### src/rtl/ssid_stim_player_pkg.sv
// Shared definitions for the SSID stimulus player: mode codes, FSM states
// and the Fibonacci LFSR tap table indexed by register width.
package ssid_stim_player_pkg;

  localparam logic [1:0] MODE_LIST   = 2'b01;
  localparam logic [1:0] MODE_SWEEP  = 2'b10;
  localparam logic [1:0] MODE_RANDOM = 2'b11;

  typedef enum logic [1:0] {
    ST_IDLE   = 2'd0,
    ST_RUN    = 2'd1,
    ST_FINISH = 2'd2
  } stimState_t;

  // Bit i set means tap (i+1) feeds the XOR; 12 uses taps 12,6,4,1.
  function automatic logic [31:0] lfsrTaps(input int width);
    logic [31:0] taps;
    case (width)
      4:       taps = 32'h0000_000C;
      8:       taps = 32'h0000_00B8;
      10:      taps = 32'h0000_0240;
      12:      taps = 32'h0000_0829;
      16:      taps = 32'h0000_D008;
      default: taps = 32'h0000_0829;
    endcase
    return taps;
  endfunction

endpackage

### src/rtl/ssid_lfsr.sv
// Fibonacci LFSR used as the random SSID source; advances only when step
// is high, load returns it to the seed.
module ssid_lfsr
  import ssid_stim_player_pkg::*;
#(
  parameter int               WIDTH = 12,
  parameter logic [WIDTH-1:0] SEED  = WIDTH'(12'hACE)
) (
  input  logic             clk,
  input  logic             reset,
  input  logic             step,
  input  logic             load,
  output logic [WIDTH-1:0] value
);

  localparam logic [WIDTH-1:0] TAPS = WIDTH'(lfsrTaps(WIDTH));

  logic feedback;

  assign feedback = ^(value & TAPS);

  always_ff @(posedge clk or negedge reset) begin
    if (!reset) begin
      value <= SEED;
    end else if (load) begin
      value <= SEED;
    end else if (step) begin
      value <= {value[WIDTH-2:0], feedback};
    end
  end

endmodule

### src/rtl/ssid_stim_player.sv
// SSID stimulus sequencer: list replay, linear sweep or LFSR random, with
// back-pressure, repeat passes and abort. SSID_STIM_CHECKSUM_EN adds an XOR checksum output.
module ssid_stim_player
  import ssid_stim_player_pkg::*;
#(
  parameter int                  SSIDBITS       = 12,
  parameter int                  LIST_DEPTH     = 32,
  parameter int                  LIST_ADDR_BITS = 5,
  parameter int                  REPEAT_BITS    = 4,
  parameter int                  COUNT_BITS     = 16,
  parameter logic [SSIDBITS-1:0] LFSR_SEED      = SSIDBITS'(12'hACE)
) (
  input  logic                      clk,
  input  logic                      reset,
  input  logic                      start,
  input  logic                      abort,
  input  logic [1:0]                mode,
  input  logic                      listWrite,
  input  logic [LIST_ADDR_BITS-1:0] listAddr,
  input  logic [SSIDBITS-1:0]       listData,
  input  logic [LIST_ADDR_BITS:0]   listLength,
  input  logic [SSIDBITS-1:0]       sweepFirst,
  input  logic [SSIDBITS-1:0]       sweepLast,
  input  logic [COUNT_BITS-1:0]     nRandom,
  input  logic [REPEAT_BITS-1:0]    nPasses,
  input  logic                      writeReady,
  output logic                      write,
  output logic [SSIDBITS-1:0]       SSID_toWrite,
  output logic                      busy,
  output logic                      done,
  output logic [COUNT_BITS-1:0]     nIssued
`ifdef SSID_STIM_CHECKSUM_EN
  , output logic [SSIDBITS-1:0]     checksum
`endif
);

  localparam logic [LIST_ADDR_BITS:0] LEN_ONE = (LIST_ADDR_BITS+1)'(1);
  localparam logic [COUNT_BITS:0]     CNT_ONE = (COUNT_BITS+1)'(1);

  stimState_t state, nextState;

  logic [SSIDBITS-1:0]       listRam [LIST_DEPTH];
  logic [1:0]                modeQ;
  logic [LIST_ADDR_BITS:0]   lenQ;
  logic [SSIDBITS-1:0]       firstQ, lastQ;
  logic [COUNT_BITS-1:0]     nRandQ;
  logic [REPEAT_BITS-1:0]    passesQ, pass;
  logic [LIST_ADDR_BITS-1:0] listIdx;
  logic [SSIDBITS-1:0]       sweepPtr;
  logic [COUNT_BITS-1:0]     randCount;
  logic [SSIDBITS-1:0]       lfsrValue, curElem;
  logic                      lastElem, finalPass, startAccept, issue, lfsrStep;

  assign startAccept = (state == ST_IDLE) && start && (mode != 2'b00);
  assign issue       = (state == ST_RUN) && writeReady && !abort;
  assign finalPass   = (pass >= passesQ);
  assign lfsrStep    = issue && (modeQ == MODE_RANDOM);

  ssid_lfsr #(.WIDTH(SSIDBITS), .SEED(LFSR_SEED)) uLfsr (
    .clk   (clk),
    .reset (reset),
    .step  (lfsrStep),
    .load  (1'b0),
    .value (lfsrValue)
  );

  // List RAM is deliberately not reset; a same-edge write leaves the read seeing old data.
  always_ff @(posedge clk) begin
    if (listWrite) listRam[listAddr] <= listData;
  end

  always_comb begin
    curElem  = '0;
    lastElem = 1'b0;
    case (modeQ)
      MODE_LIST: begin
        curElem  = listRam[listIdx];
        lastElem = ({1'b0, listIdx} == (lenQ - LEN_ONE));
      end
      MODE_SWEEP: begin
        curElem  = sweepPtr;
        lastElem = (sweepPtr == lastQ);
      end
      MODE_RANDOM: begin
        curElem  = lfsrValue;
        lastElem = (({1'b0, randCount} + CNT_ONE) >= {1'b0, nRandQ});
      end
      default: ;
    endcase
  end

  always_comb begin
    nextState = state;
    case (state)
      ST_IDLE:   if (startAccept) nextState = ST_RUN;
      ST_RUN:    if (abort || (issue && lastElem && finalPass)) nextState = ST_FINISH;
      ST_FINISH: nextState = ST_IDLE;
      default:   nextState = ST_IDLE;
    endcase
  end

  always_ff @(posedge clk or negedge reset) begin
    if (!reset) state <= ST_IDLE;
    else        state <= nextState;
  end

  // Run configuration is captured once at start so mid-run input changes are harmless.
  always_ff @(posedge clk or negedge reset) begin
    if (!reset) begin
      write        <= 1'b0;
      SSID_toWrite <= '0;
      busy         <= 1'b0;
      done         <= 1'b0;
      nIssued      <= '0;
      modeQ        <= MODE_LIST;
      lenQ         <= '0;
      firstQ       <= '0;
      lastQ        <= '0;
      nRandQ       <= '0;
      passesQ      <= '0;
      pass         <= '0;
      listIdx      <= '0;
      sweepPtr     <= '0;
      randCount    <= '0;
    end else begin
      write <= 1'b0;
      done  <= 1'b0;
      case (state)
        ST_IDLE: if (startAccept) begin
          modeQ     <= mode;
          lenQ      <= listLength;
          firstQ    <= sweepFirst;
          lastQ     <= sweepLast;
          nRandQ    <= nRandom;
          passesQ   <= (nPasses == '0) ? REPEAT_BITS'(1) : nPasses;
          pass      <= REPEAT_BITS'(1);
          nIssued   <= '0;
          listIdx   <= '0;
          sweepPtr  <= sweepFirst;
          randCount <= '0;
          busy      <= 1'b1;
        end
        ST_RUN: if (issue) begin
          write        <= 1'b1;
          SSID_toWrite <= curElem;
          if (nIssued != '1) nIssued <= nIssued + COUNT_BITS'(1);
          if (lastElem) begin
            if (!finalPass) begin
              listIdx   <= '0;
              sweepPtr  <= firstQ;
              randCount <= '0;
              pass      <= pass + REPEAT_BITS'(1);
            end
          end else begin
            case (modeQ)
              MODE_LIST:  listIdx   <= listIdx + LIST_ADDR_BITS'(1);
              MODE_SWEEP: sweepPtr  <= sweepPtr + SSIDBITS'(1);
              default:    randCount <= randCount + COUNT_BITS'(1);
            endcase
          end
        end
        ST_FINISH: begin
          busy <= 1'b0;
          done <= 1'b1;
        end
        default: ;
      endcase
    end
  end

`ifdef SSID_STIM_CHECKSUM_EN
  always_ff @(posedge clk or negedge reset) begin
    if (!reset)           checksum <= '0;
    else if (startAccept) checksum <= '0;
    else if (issue)       checksum <= checksum ^ curElem;
  end
`endif

endmodule

### config.mk
export PLATFORM = sky130hd
export DESIGN_NAME = ssid_stim_player
export DESIGN_NICKNAME = d
export VERILOG_FILES = /design/src/rtl/ssid_stim_player_pkg.sv /design/src/rtl/ssid_lfsr.sv /design/src/rtl/ssid_stim_player.sv
export SDC_FILE = /design/constraint.sdc
export NUM_CORES = 1
export LEC_CHECK = 0
export ABC_AREA = 0
export CORE_MARGIN = 4
export CORE_UTILIZATION = 24
export CTS_CLUSTER_DIAMETER = 50
export DETAILED_ROUTE_END_ITERATION = 8
export MAX_ROUTING_LAYER = met4
export PLACE_DENSITY = 0.5
export SYNTH_ARGS = -nofsm -noshare
export SYNTH_HDL_FRONTEND = slang
export SYNTH_SLANG_ARGS = --single-unit
### constraint.sdc
create_clock -name clk -period 3.5 [get_ports clk]
set_input_delay 0.875 -clock clk [delete_from_list [all_inputs] [get_ports clk]]
set_output_delay 0.875 -clock clk [all_outputs]
set_load 0.01 [all_outputs]
==> results of run 1 <==
[sequential cells by signal, summed over array words and instances, names as in the netlist]
register,count
SSID_toWrite,12
busy,1
done,1
firstQ,12
lastQ,12
lenQ,6
listIdx,5
listRam,384
modeQ,2
nIssued,16
nRandQ,16
pass,4
passesQ,4
randCount,16
state,2
sweepPtr,12
uLfsr.value,12
write,1
[synthesized netlist by cell type, types with 2 or more instances]
| library cell | number |
|---|---|
| nor2_1 | 87 |
| or3b_2 | 2 |
| o31ai_1 | 4 |
| inv_1 | 36 |
| o21a_1 | 2 |
| nand2_1 | 165 |
| o211a_1 | 2 |
| nor3_1 | 9 |
| a21boi_0 | 2 |
| o32ai_1 | 2 |
| o22a_1 | 7 |
| a31oi_1 | 12 |
| mux2i_1 | 2 |
| nand2_2 | 2 |
| a22o_1 | 12 |
| nor4_1 | 4 |
| and3_1 | 8 |
| clkbuf_1 | 47 |
| mux4_2 | 120 |
| buf_2 | 13 |
| xor2_1 | 25 |
| buf_1 | 3 |
| nand3_1 | 29 |
| mux2_2 | 26 |
| dfrtp_1 | 126 |
| and4_1 | 2 |
| xnor2_1 | 26 |
| nand4_1 | 16 |
| nor2b_1 | 5 |
| a211o_1 | 6 |
| nand2b_1 | 2 |
| or3_1 | 9 |
| o21ai_0 | 60 |
| dfstp_2 | 8 |
| nand3b_1 | 5 |
| ha_1 | 30 |
| buf_6 | 3 |
| o211ai_1 | 5 |
| a222oi_1 | 12 |
| a21o_1 | 3 |
| edfxtp_1 | 384 |
| or4_1 | 2 |
| a21oi_1 | 17 |
[power by group through the flow]
| stage | Combinational, mW | Sequential, mW | Clock (mW) |
|---|---|---|---|
| finish | 3.11 | 7.50 | 6.69 |
| global route | 3.42 | 7.56 | 7.13 |
| CTS | 3.12 | 7.50 | 6.89 |
| detailed placement | 2.96 | 7.61 | 0 |
| global placement | 2.90 | 7.60 | 0 |
| floorplan | 1.88 | 7.45 | 0 |
[cells in the final DEF, fill, tap and decap left out, types with 10 or more instances in the layout]
master             n
clkbuf_1          12
nand3_1           23
buf_6             12
o21ai_0           49
inv_1             36
a31oi_1           12
nand4_1           16
clkdlybuf4s50_1  104
buf_4            121
mux4_2           120
a22o_1            12
xor2_1            23
clkbuf_16         67
a21oi_1           15
xnor2_1           23
buf_12            10
ha_1              29
dfrtp_1          121
nand2_1          162
nor2_1            76
mux2_2            23
a222oi_1          12
edfxtp_1         384
[path summary, 6_finish.rpt]
path / endpoint / from / cells past startpoint / slack (ps)
max: sweepPtr[5]$_DFFE_PN0P_ / randCount[1]$_DFFE_PN0P_ / 16 / -80
min: randCount[8]$_DFFE_PN0P_ / reset / 1 / 300
max reg2reg: sweepPtr[5]$_DFFE_PN0P_ / randCount[1]$_DFFE_PN0P_ / 16 / -80
min reg2reg: firstQ[3]$_DFFE_PN0P_ / firstQ[3]$_DFFE_PN0P_ / 2 / 480
max in group asynchronous: uLfsr.value[6]$_DFFE_PN1P_ / reset / 2 / 2360
min in group clk: firstQ[3]$_DFFE_PN0P_ / firstQ[3]$_DFFE_PN0P_ / 2 / 480
[layer usage]
| metal | global-route usage (%) | up-vias |
|---|---|---|
| li1 | - | 5762 |
| met1 | 15.8 | 6585 |
| met2 | 19.0 | 321 |
| met3 | 2.85 | 85 |
| met4 | 3.46 | 0 |
| met5 | - | - |
[what timing repair did]
item	CTS	global route
buffers inserted	12	7
gates cloned	3	0
setup endpoints to repair	39	39
gates resized for setup	42	31
pin swaps	32	18
[stage by stage]
step	instances	setup WS, ps	utilization, %	hold WS (ps)	TNS, ps
after floorplan	1361	0.191	-	445	0
after global placement	2697	-301	27.9	462	-6990
after detailed placement	2697	-324	27.9	468	-7290
after CTS	2832	-140	30.6	304	-2030
after global routing	2840	-229	30.8	331	-5470
final	2840	-79.6	30.8	296	-869
[layout make-up]
cell class / instances / area, sq um
fill: 8811 / 62400
sequential: 518 / 14900
multi-input combinational: 740 / 6810
timing repair buffer: 247 / 2280
clock buffer: 82 / 1760
tap: 1176 / 1470
clock inverter: 39 / 423
inverter: 37 / 139
antenna: 1 / 2.50
[cells by family (layout without fill, tap and decap cells)]
| family | count (synthesis) | count (layout) | share of synthesized area, % |
|---|---|---|---|
| simple gates | 354 | 355 | 7.26 |
| other cells | 0 | 1 | 0 |
| xor+xnor | 51 | 51 | 2.05 |
| fa+ha+maj | 30 | 30 | 1.72 |
| compound gates | 156 | 156 | 4.95 |
| mux | 148 | 148 | 13.8 |
| buf+inv | 104 | 405 | 1.98 |
| flops | 518 | 518 | 68.2 |
==> results.json, run 1 <==
{
  "ir_drop_mv": 0.303,
  "cp_common_cell": "buf_6",
  "ys.flop_type": "edfxtp_1",
  "grt_util_all_layers_pct": 12.1,
  "final_antenna_net_count": 0,
  "hold_buffers": 0,
  "die_y_um": 310,
  "starting_density_of_the_core_pct": 24.2,
  "cp.required_ps": 4010,
  "slew-limit-headroom_pct": 40.3,
  "netlist.top_cell.by_area": "edfxtp_1",
  "seq_area_frac_synth_pct": 68.2,
  "yosysUniqueCellTypes": 62,
  "number_of_primary_i_o_pins": 106,
  "routed.top_layer": "met4",
  "rows": 110,
  "post_synth_instance_area_sq_mm": 0.0218,
  "power.share.combinational_pct": 18.0,
  "global_route.overflow_total": 0,
  "critical_path_arrival_ps": 4090,
  "report.final.hold_viol_count": 0,
  "mean_instance_size_in_the_synthesized_netlist_sq_um": 16.0,
  "setup_violations": 14,
  "critical_path.endpoint_type": "register",
  "p_leak_nw": 9.77,
  "nNetsFinal": 1716,
  "via_count_of_the_first_global_routing_pass": 13400,
  "grt_start_max_net_pins": 74,
  "switchingPower_mw": 4.79,
  "pwr-share-clk_pct": 38.7,
  "clock_insertion_delay_worst_skew_ps": 610,
  "num_vias": 12800,
  "die_area_sq_mm": 0.0958,
  "sum_of_met3_wire_segment_lengths_after_detailed_routing_mm": 3.30,
  "clkSinkCount": 518,
  "cts_made_buffers": 67,
  "achievable-frequency_mhz": 279,
  "grt_antenna_before_repair": 4,
  "wl_met1_mm": 25.4,
  "drtPass1Iterations": 7,
  "sequentialPowerShare_pct": 43.4,
  "cts.path.max_buffers": 3,
  "drt-wirelength-per-cell_um": 20.0,
  "rsz_0062_raised_after_global_routing": "yes",
  "synth_area_leaders": "edfxtp_1 (53%), dfrtp_1 (14%), mux4_2 (12%), nand2_1 (2.8%), ha_1 (1.7%)",
  "start_kind": "register",
  "drive_above_1_share_pct": 27.4,
  "sw_frac_of_total_pct": 27.7,
  "crit_path_top_delay_cell": "or4_4",
  "status": "finished, violations left",
  "synth_cells": 1361,
  "path_clk_slew_ps": 60,
  "die_w_um": 310,
  "drcViolationCount": 0,
  "synth_enable_flop_cells": 384,
  "worst-path-max-fanout": 6,
  "cts.root.buffer_cell": "clkbuf_16",
  "cp_cell_sequence": "ha_4 -> nand3_4 -> nor2_2 -> and3_1 -> xor2_2 -> ha_1 -> nand4_1 -> or4_4 -> a21oi_4 -> nor4_2 -> o2111a_2 -> a221oi_4 -> buf_6 -> buf_6 -> nor2_1 -> a31oi_1",
  "timing.clock.skew_ps": 22.4,
  "worstMarginPinSlew_ps": 895,
  "finalCritPeriodShare_pct": 102,
  "detailed_place.area_sq_mm": 0.0252,
  "core-area_sq_mm": 0.0901,
  "place.gp.congestion": 0.793,
  "critical_path_buf_inv_count": 2,
  "port-buffer-count": 105,
  "global_route_wire_length_before_repair_mm": 84.6,
  "internal_power_mw": 12.5,
  "report.power.total_mw": 17.3,
  "powerDensity_mw_per_mm2": 623,
  "worstHoldPathType": "input port to async pin",
  "routed-wl-met2_mm": 26.8,
  "tritoncts_clock_tree": "done",
  "layout_min_cycle_time_ps": 3580,
  "htree_levels": 3,
  "crit_type": "register to register",
  "cp_top_family": "simple AND/OR/NAND/NOR gates",
  "mappedNetlistNets": 1466,
  "synth_top_area_share_pct": 52.8,
  "synthArstFlopShare_pct": 25.9,
  "count_of_synthesis_stage_warnings_from_yosys": 0,
  "postLayoutCellArea_sq_mm": 0.0278,
  "synth-seq-cells": 518,
  "violations": "setup timing",
  "drt-total-wl_mm": 56.9,
  "max-cap-violations": 0,
  "hpwl_after_detailed_placement_mm": 36.1,
  "initial_drt_markers": 1027,
  "final-max-slew-violation-count": 0,
  "synthToLayoutAreaGrowth_pct": 27.3,
  "avgViaCountPerCell": 4.49,
  "critPathMaxStageDelay_ps": 530,
  "final_critical_path_setup_slack_ps": -79.6
}
No activity file was read; power rests on OpenSTA's default activity.
==> inputs of run 2 (changes only) <==
--- a/config.mk
+++ b/config.mk
@@ -7,11 +7,11 @@
 export LEC_CHECK = 0
 export ABC_AREA = 0
 export CORE_MARGIN = 4
-export CORE_UTILIZATION = 24
+export CORE_UTILIZATION = 40
 export CTS_CLUSTER_DIAMETER = 50
 export DETAILED_ROUTE_END_ITERATION = 8
 export MAX_ROUTING_LAYER = met4
-export PLACE_DENSITY = 0.5
+export PLACE_DENSITY = 0.69
 export SYNTH_ARGS = -nofsm -noshare
 export SYNTH_HDL_FRONTEND = slang
 export SYNTH_SLANG_ARGS = --single-unit
==> run 2 against run 1 <==
  * The run still ends with setup timing left
  * Hold slack gained 31 ps
  * Cell area shrank 4.2%
  * Cell count shrank 18%
  * Global-route usage grew 5.5 points
  * Core utilization grew 19 points
  * Sequential power is essentially flat
  * First-iteration DRC count grew 28%
  * Critical path type unchanged
  * Critical endpoint is now randCount[0]$_DFFE_PN0P_
  * Largest power group unchanged
  * Highest routed layer unchanged
==> results.json, run 2 (synthesis results as in run 1) <==
{
  "worstHoldPathType": "input port to async pin",
  "drtPass1Iterations": 6,
  "hold_buffers": 0,
  "final_critical_path_setup_slack_ps": -199,
  "top_register_by_number_of_flip_flops": "listRam",
  "die_area_sq_mm": 0.0584,
  "die_y_um": 242,
  "achievable-frequency_mhz": 270,
  "critPathMaxStageDelay_ps": 460,
  "synthToLayoutAreaGrowth_pct": 22.0,
  "p_leak_nw": 9.52,
  "via_count_of_the_first_global_routing_pass": 13000,
  "worst-path-max-fanout": 8,
  "place.gp.congestion": 0.821,
  "path_clk_slew_ps": 60,
  "detailed_place.area_sq_mm": 0.0245,
  "initial_drt_markers": 1319,
  "fillerInstances": 4398,
  "finish.utilization_pct": 49.4,
  "hpwl_after_detailed_placement_mm": 32.2,
  "postLayoutCellArea_sq_mm": 0.0266,
  "critPathLaunch": "randCount[0]$_DFFE_PN0P_",
  "cts_made_buffers": 53,
  "cp_cell_sequence": "buf_6 -> nand2_4 -> nor2_4 -> nand3_2 -> nor2_4 -> nand3_1 -> xnor2_1 -> ha_1 -> a21oi_4 -> nor2b_4 -> a311o_1 -> o41a_1 -> o21a_2 -> buf_6 -> a21oi_4 -> buf_6 -> nand2_8 -> mux2_4",
  "violations": "setup timing",
  "max-cap-violations": 0,
  "final_antenna_net_count": 0,
  "tritoncts_clock_tree": "done",
  "critical_path.endpoint_type": "register",
  "drt-total-wl_mm": 50.0,
  "clock_insertion_delay_worst_skew_ps": 600,
  "port-buffer-count": 105,
  "final_cell_mix": "edfxtp_1 (384), nand2_1 (164), dfrtp_1 (122), mux4_2 (120), buf_4 (117)",
  "cp.required_ps": 3970,
  "worstMarginPinSlew_ps": 776,
  "finalCritPeriodShare_pct": 106,
  "cts.root.buffer_cell": "clkbuf_16",
  "global_route_wire_length_before_repair_mm": 78.1,
  "grt_util_all_layers_pct": 17.6,
  "clkSinkCount": 518,
  "timing.clock.skew_ps": 12.1,
  "powerDensity_mw_per_mm2": 608,
  "num_antenna_cells": 0,
  "grtUsageMet3_pct": 3.25,
  "drcViolationCount": 0,
  "cts.path.max_buffers": 3,
  "grt_antenna_before_repair": 1,
  "globalRouteMet2Util_pct": 26.5,
  "grt_start_max_net_pins": 80,
  "number_of_primary_i_o_pins": 106,
  "top_usage_layer": "met2",
  "slew-limit-headroom_pct": 48.3,
  "start_kind": "register",
  "setup_violations": 37,
  "crit_path_top_delay_cell": "o41a_1",
  "die_w_um": 242,
  "htree_levels": 2,
  "most_common_cell_after_layout_fill_and_taps_aside": "edfxtp_1",
  "nNetsFinal": 1696,
  "avgViaCountPerCell": 5.49,
  "numPlacedInstances": 2213,
  "num_vias": 12800,
  "critical_path_arrival_ps": 4170,
  "drive_above_1_share_pct": 25.8,
  "report.final.hold_viol_count": 0,
  "core-area_sq_mm": 0.0539,
  "status": "finished, violations left",
  "finalNonFillerCells": 2326,
  "layout_min_cycle_time_ps": 3700,
  "cp_common_cell": "buf_6",
  "timing.rr.start": "randCount[0]$_DFFE_PN0P_",
  "rsz_0062_raised_after_global_routing": "yes",
  "starting_density_of_the_core_pct": 40.5,
  "global_route.overflow_total": 0,
  "largest_register_ffs": 384,
  "grt_met1_use_pct": 24.8,
  "rows": 85,
  "final-max-slew-violation-count": 0,
  "drt-wirelength-per-cell_um": 21.5,
  "crit_type": "register to register",
  "ir_drop_mv": 0.413
}
-- run 2: repair_timing --
item | 4_1_cts | 5_1_grt
cloned | 3 | 1
endpoints found under the setup margin | 37 | 39
buffers inserted | 7 | 8
pin swaps | 16 | 26
resized for setup | 27 | 30
-- run 2: where the power goes --
part / total, mW / switching, mW / leakage (nW) / internal, mW
sequential: 7.52 / 0.475 / 5.16 / 7.05
clock: 5.57 / 2.34 / 0.840 / 3.24
combinational: 3.08 / 1.57 / 3.52 / 1.51
-- run 2: critical path, delay by kind of cell, from the launching register on --
| kind | cells | cell delay (ps) |
|---|---|---|
| flip-flops | 1 | 430 |
| XOR/XNOR | 1 | 160 |
| adder cells (fa/ha/maj) | 1 | 230 |
| AO/OA/AOI/OAI | 5 | 1440 |
| buffers and inverters | 3 | 410 |
| multiplexers | 1 | 270 |
| AND/OR/NAND/NOR | 7 | 640 |
-- run 2: final timing paths --
kind	depth (start not counted)	slack [ps]	to
hold reg to reg	2	480	firstQ[3]$_DFFE_PN0P_
setup / recovery	18	-200	randCount[0]$_DFFE_PN0P_
max in group asynchronous	2	2460	lenQ[3]$_DFFE_PN0P_
setup reg to reg	18	-200	randCount[0]$_DFFE_PN0P_
min in group clk	2	480	firstQ[3]$_DFFE_PN0P_
hold / removal	1	330	nRandQ[5]$_DFFE_PN0P_
-- run 2: layout make-up --
| cell class | count | area (sq um) | share of cell area, % |
|---|---|---|---|
| clock inverters | 34 | 360 | 1.35 |
| well taps | 696 | 871 | 3.27 |
| flip-flops and latches | 518 | 14900 | 56.0 |
| inverters | 37 | 139 | 0.521 |
| clock buffers | 60 | 1350 | 5.08 |
| multi-input cells | 740 | 6780 | 25.4 |
| repair buffers | 241 | 2230 | 8.37 |
-- run 2: stage by stage --
step / total power [mW] / setup TNS, ps / setup slack, ps / hold slack [ps]
global placement: 10.4 / -1960 / -114 / 459
CTS: 16.2 / -2100 / -108 / 324
global route: 16.9 / -10510 / -342 / 374
detailed placement: 10.5 / -4480 / -210 / 465
floorplan: 9.34 / 0 / 0.191 / 445
finish: 16.2 / -4800 / -199 / 327
-- run 2: layer usage --
layer / part of all wire (%) / routed length, um
met5: 0 / 0
met4: 2.4 / 1200
met3: 7.8 / 3900
met2: 47 / 23300
met1: 43 / 21600
==> inputs of run 3 (changes only) <==
--- a/config.mk
+++ b/config.mk
@@ -10,8 +10,10 @@
 export CORE_UTILIZATION = 40
 export CTS_CLUSTER_DIAMETER = 50
 export DETAILED_ROUTE_END_ITERATION = 8
+export DONT_BUFFER_PORTS = 1
+export HOLD_SLACK_MARGIN = 0.05
 export MAX_ROUTING_LAYER = met4
-export PLACE_DENSITY = 0.69
+export PLACE_DENSITY = 0.66
 export SYNTH_ARGS = -nofsm -noshare
 export SYNTH_HDL_FRONTEND = slang
 export SYNTH_SLANG_ARGS = --single-unit
==> run 3 against run 2 <==
  * The run ends with hold timing, setup timing left
  * Die area unchanged
  * Cell area shrank 4.1%
  * Count of clock-buffer cells in the layout up 12
  * Non-clock buffer count down 122
  * Worst setup slack gained 39 ps
  * Global-route usage hardly changed
  * Sequential share of layout area increased by 2.4 points
  * Cell count down 5.1%
  * Fmax grew 1.1%
  * Wire length rose by 1.0%
  * Largest cell class unchanged
==> results.json, run 3 (synthesis results as in run 1) <==
{
  "status": "finished, violations left",
  "violations": "hold timing, setup timing",
  "report.final.hold_viol_count": 83,
  "rr_worst_depth": 16,
  "cts_made_buffers": 54,
  "critPathLaunch": "randCount[1]$_DFFE_PN0P_",
  "path_clk_slew_ps": 60,
  "grt_start_max_net_pins": 135,
  "largest_register_ffs": 384,
  "drt-total-wl_mm": 50.5,
  "cts.path.max_buffers": 3,
  "layout_min_cycle_time_ps": 3660,
  "die_y_um": 242,
  "global_route_wire_length_before_repair_mm": 77.6,
  "grt_util_all_layers_pct": 17.6,
  "setup_tns_ps": -3380,
  "slew-limit-headroom_pct": 33.7,
  "timing.rr.start": "randCount[1]$_DFFE_PN0P_",
  "critical_path.endpoint_type": "register",
  "crit_type": "register to register",
  "final_cell_mix": "edfxtp_1 (384), nand2_1 (163), dfrtp_1 (122), mux4_2 (120), buf_4 (94)",
  "hpwl_after_detailed_placement_mm": 31.8,
  "synthToLayoutAreaGrowth_pct": 17.0,
  "setup_violations": 37,
  "drtPass1Iterations": 5,
  "clock_insertion_delay_worst_skew_ps": 610,
  "p_leak_nw": 9.05,
  "drcViolationCount": 0,
  "final-max-slew-violation-count": 0,
  "worstHoldPathType": "input port to async pin",
  "place.gp.congestion": 0.793,
  "ir_drop_mv": 0.360,
  "global_route.overflow_total": 0,
  "start_kind": "register",
  "finalCritPeriodShare_pct": 105,
  "powerDensity_mw_per_mm2": 615,
  "critical_path.reg2reg.endpoint": "pass[2]$_DFFE_PN0P_",
  "grt_antenna_before_repair": 1,
  "top_register_by_number_of_flip_flops": "listRam",
  "finish.utilization_pct": 47.4,
  "cts.root.buffer_cell": "clkbuf_16",
  "starting_density_of_the_core_pct": 40.5,
  "report.power.total_mw": 15.7,
  "drt-wirelength-per-cell_um": 22.9,
  "tritoncts_clock_tree": "done",
  "rows": 85,
  "worstMarginPinSlew_ps": 991,
  "drive_above_1_share_pct": 27.2,
  "worst-path-max-fanout": 5,
  "htree_levels": 2,
  "timing.clock.skew_ps": 15.2,
  "hold_ws_ps": -29.5,
  "clkSinkCount": 518,
  "num_vias": 12300,
  "worst-r2r-setup-slack_ps": -160,
  "final_critical_path_setup_slack_ps": -160,
  "port-buffer-count": 0,
  "core-area_sq_mm": 0.0539,
  "achievable-frequency_mhz": 273,
  "max-cap-violations": 0,
  "via_count_of_the_first_global_routing_pass": 12400,
  "rsz_0062_raised_after_global_routing": "yes",
  "cp.required_ps": 3990,
  "die_area_sq_mm": 0.0584,
  "most_common_cell_after_layout_fill_and_taps_aside": "edfxtp_1",
  "initial_drt_markers": 1131,
  "num_antenna_cells": 0,
  "avgViaCountPerCell": 5.59,
  "critical_path_arrival_ps": 4150,
  "nNetsFinal": 1574,
  "number_of_primary_i_o_pins": 106,
  "final_antenna_net_count": 0,
  "die_w_um": 242
}
-- run 3: changes by cell type in the layout (fill, tap and decap cells not counted), sizes merged --
cell,previous run,this run
buf,136,117
bufinv,6,2
clkbuf,61,74
clkdlybuf4s50,104,0
clkinv,22,21
clkinvlp,2,3
inv,41,38
nand2,168,167
-- run 3: where the power goes --
| part | internal, mW | switching, mW | total [mW] |
|---|---|---|---|
| clock network | 3.12 | 2.37 | 5.49 |
| registers | 7.05 | 0.513 | 7.56 |
| logic | 1.30 | 1.37 | 2.67 |
-- run 3: per-stage QoR --
step	cells	instance area, sq um	worst slack, ps
floorplan	1361	21900	0.191
global placement	2086	23300	-129
detailed placement	2086	23300	-228
CTS	2194	25200	-143
global route	2208	25500	-297
finish	2208	25500	-160
-- run 3: what timing repair did --
item                                    in CTS  in global routing
gates cloned                                 2                  2
endpoints found under the setup margin      37                 39
hold endpoints to repair                   126                126
gates resized for setup                     35                 40
pin swaps                                   22                 37
buffers inserted                             7                 12
-- run 3: cell type report --
| cell class | count | area, sq um |
|---|---|---|
| clock buffers | 72 | 1470 |
| clock inverters | 27 | 236 |
| fillers | 4477 | 28400 |
| inverters | 37 | 139 |
| multi-input cells | 739 | 6830 |
| flip-flops and latches | 518 | 14900 |
| well taps | 696 | 871 |
| repair buffers | 119 | 1090 |
-- run 3: worst max path at each step --
stage	cells past startpoint	endpoint
4_1_cts	15	randCount[0]$_DFFE_PN0P_
3_3_place_gp	15	randCount[0]$_DFFE_PN0P_
6_report	16	pass[2]$_DFFE_PN0P_
5_1_grt	19	sweepPtr[5]$_DFFE_PN0P_
3_5_place_dp	16	sweepPtr[5]$_DFFE_PN0P_
2_1_floorplan	16	pass[2]$_DFFE_PN0P_
-- run 3: critical path: stages (launching register included) --
cell,delay [ps]
dfrtp_1,410
ha_4,170
nand3_4,100
nor4_4,200
nand3_2,170
xnor2_4,200
ha_4,280
buf_4,110
nand3_4,70
or4_4,550
a21oi_4,170
nor4_4,60
o2111a_2,330
buf_4,150
a2111oi_2,360
xnor2_1,160
nor2_1,50
-- run 3: metal layers --
metal | vias to the layer above | GRT usage (%) | routed length (um)
met5 | - | - | 0
met4 | 0 | 4.17 | 926
met3 | 67 | 3.98 | 3830
met2 | 404 | 27.0 | 24200
met1 | 6422 | 24.2 | 21500
li1 | 5455 | - | -
==> edit, RTL diff (config.mk and constraints of run 1) <==
Re-encode `stimState_t` (3 states) as one-hot, 3 bits wide.
--- a/src/rtl/ssid_stim_player_pkg.sv
+++ b/src/rtl/ssid_stim_player_pkg.sv
@@ -6,10 +6,10 @@
   localparam logic [1:0] MODE_SWEEP  = 2'b10;
   localparam logic [1:0] MODE_RANDOM = 2'b11;
 
-  typedef enum logic [1:0] {
-    ST_IDLE   = 2'd0,
-    ST_RUN    = 2'd1,
-    ST_FINISH = 2'd2
+  typedef enum logic [2:0] {
+    ST_IDLE   = 3'b001,
+    ST_RUN    = 3'b010,
+    ST_FINISH = 3'b100
   } stimState_t;
 
   // Bit i set means tap (i+1) feeds the XOR; 12 uses taps 12,6,4,1.
Formal check against the unedited RTL: same outputs for any inputs over 4 cycles, from zero or initial values and one cycle with reset low; so few cycles prove little.
==> edit against run 1 <==
The run still ends with negative setup slack left. Worst setup slack worse by 0.052 ns. Area after synthesis rose by 0.39%. Utilization decreased by 0.43 points. Largest power group unchanged. Power decreased by 5.7%. Sequential cell count up 1. Highest routed layer unchanged. Synthesized cell count fell by 2.1%. Design area decreased by 1.2%. Fmax is 1.4% lower. Routed wire length down 4.0%.
==> edit: results <==
[power]
combinationalPower_mw = 2.49
p_leak_nw = 9.53
ir_drop_mv = 0.437
p_seq_frac = 0.461
power_report.internal_total_mw = 12.1

[global_route]
first_global_vias = 12900
grt_pass1_wl_um = 82300
grt_max_degree = 92
grt_usage = 0.117

[synth]
synthMuxAreaShare = 0.146
synth_compound_area_frac = 0.0452
synthDistinctLibCells = 68
post_synth.cell_area_avg_um2 = 16.5
synth-adder-area-share = 0.0171
synth_fp_nets = 1437
synth-seq-area-share = 0.681
synthArstFlopShare = 0.260
synthXorXnorAreaFrac = 0.0224
synthTopCellsByCount = "384 x edfxtp_1, 129 x nand2_1, 126 x dfrtp_1, 120 x mux4_2, 85 x nor2_1"

[layout]
nMultiInputCombCells = 709
buf_share = 0.0766
signal_buffers = 218
seq_cell_count = 519
sh_seq_area = 0.544
clockBufferCount = 76
inverters = 40
antenna_cells = 4
multi_input_area_um2 = 6770
clkCellAreaFrac = 0.0735
seqCellArea_um2 = 14900

[sta]
skew_ns = 0.0525
setup_viol = 28
setup_ws_ns = -0.132
hold_ws_ns = 0.251
worst_slew_pin_slew_ns = 0.656
final.setup.tns_ns = -1.74

[clock_network]
clk_latency_ns = 0.63
post_cts_buffers = 8
post_cts_resized = 18
h-tree-depth = 2
cts_made_buffers = 59

[setup_path]
reg2reg_depth = 18
startpoint = "randCount[0]"
cp_max_fo = 7
reg2reg_to = "randCount[12]"
worst_ep_arrival_time_ns = 4.17

[place]
place.gp.congestion = 0.797
hpwl_um = 36000
place_worst_setup_slack_ns = -0.335
placed_cells = 2647
dpl_cell_area_um2 = 25100

[die]
coreArea_um2 = 90300

[run_status]
violations = "negative setup slack"
status = "finished with violations"

[detailed_routing]
viasPerCell = 4.45
routedWlPerCell_um = 19.7
drt-initial-drc-count = 921
drt_wl_total_um = 54600
==> edit: cell types whose count changed after synthesis, sizes merged, moves of 7 or more <==
cell,run 1,this run
o22a,7,0
clkbuf,47,39
nand2,167,130
a22o,12,1
o21ai,60,50
mux2,26,41
==> edit: worst max-delay path: stages, from the launching register on <==
cell and delay (ns):
dfrtp_2 0.40, ha_4 0.16, nand3_4 0.08, nor2_4 0.10, and3_4 0.19, and3_4 0.20
nand3_2 0.09, xnor2_1 0.15, ha_1 0.33, a21o_1 0.17, a21o_1 0.16, a211o_1 0.25
a32oi_4 0.27, a31oi_4 0.16, buf_6 0.15, nor3_4 0.20, nand2_4 0.14, buf_4 0.17
o31ai_2 0.17
==> edit: layer usage <==
layer / up-vias / GRT usage / routed length [um]
met5: - / - / 0
met4: 0 / 0.0224 / 807
met3: 58 / 0.0230 / 2700
met2: 248 / 0.186 / 26100
met1: 6438 / 0.157 / 25000
li1: 5594 / - / -
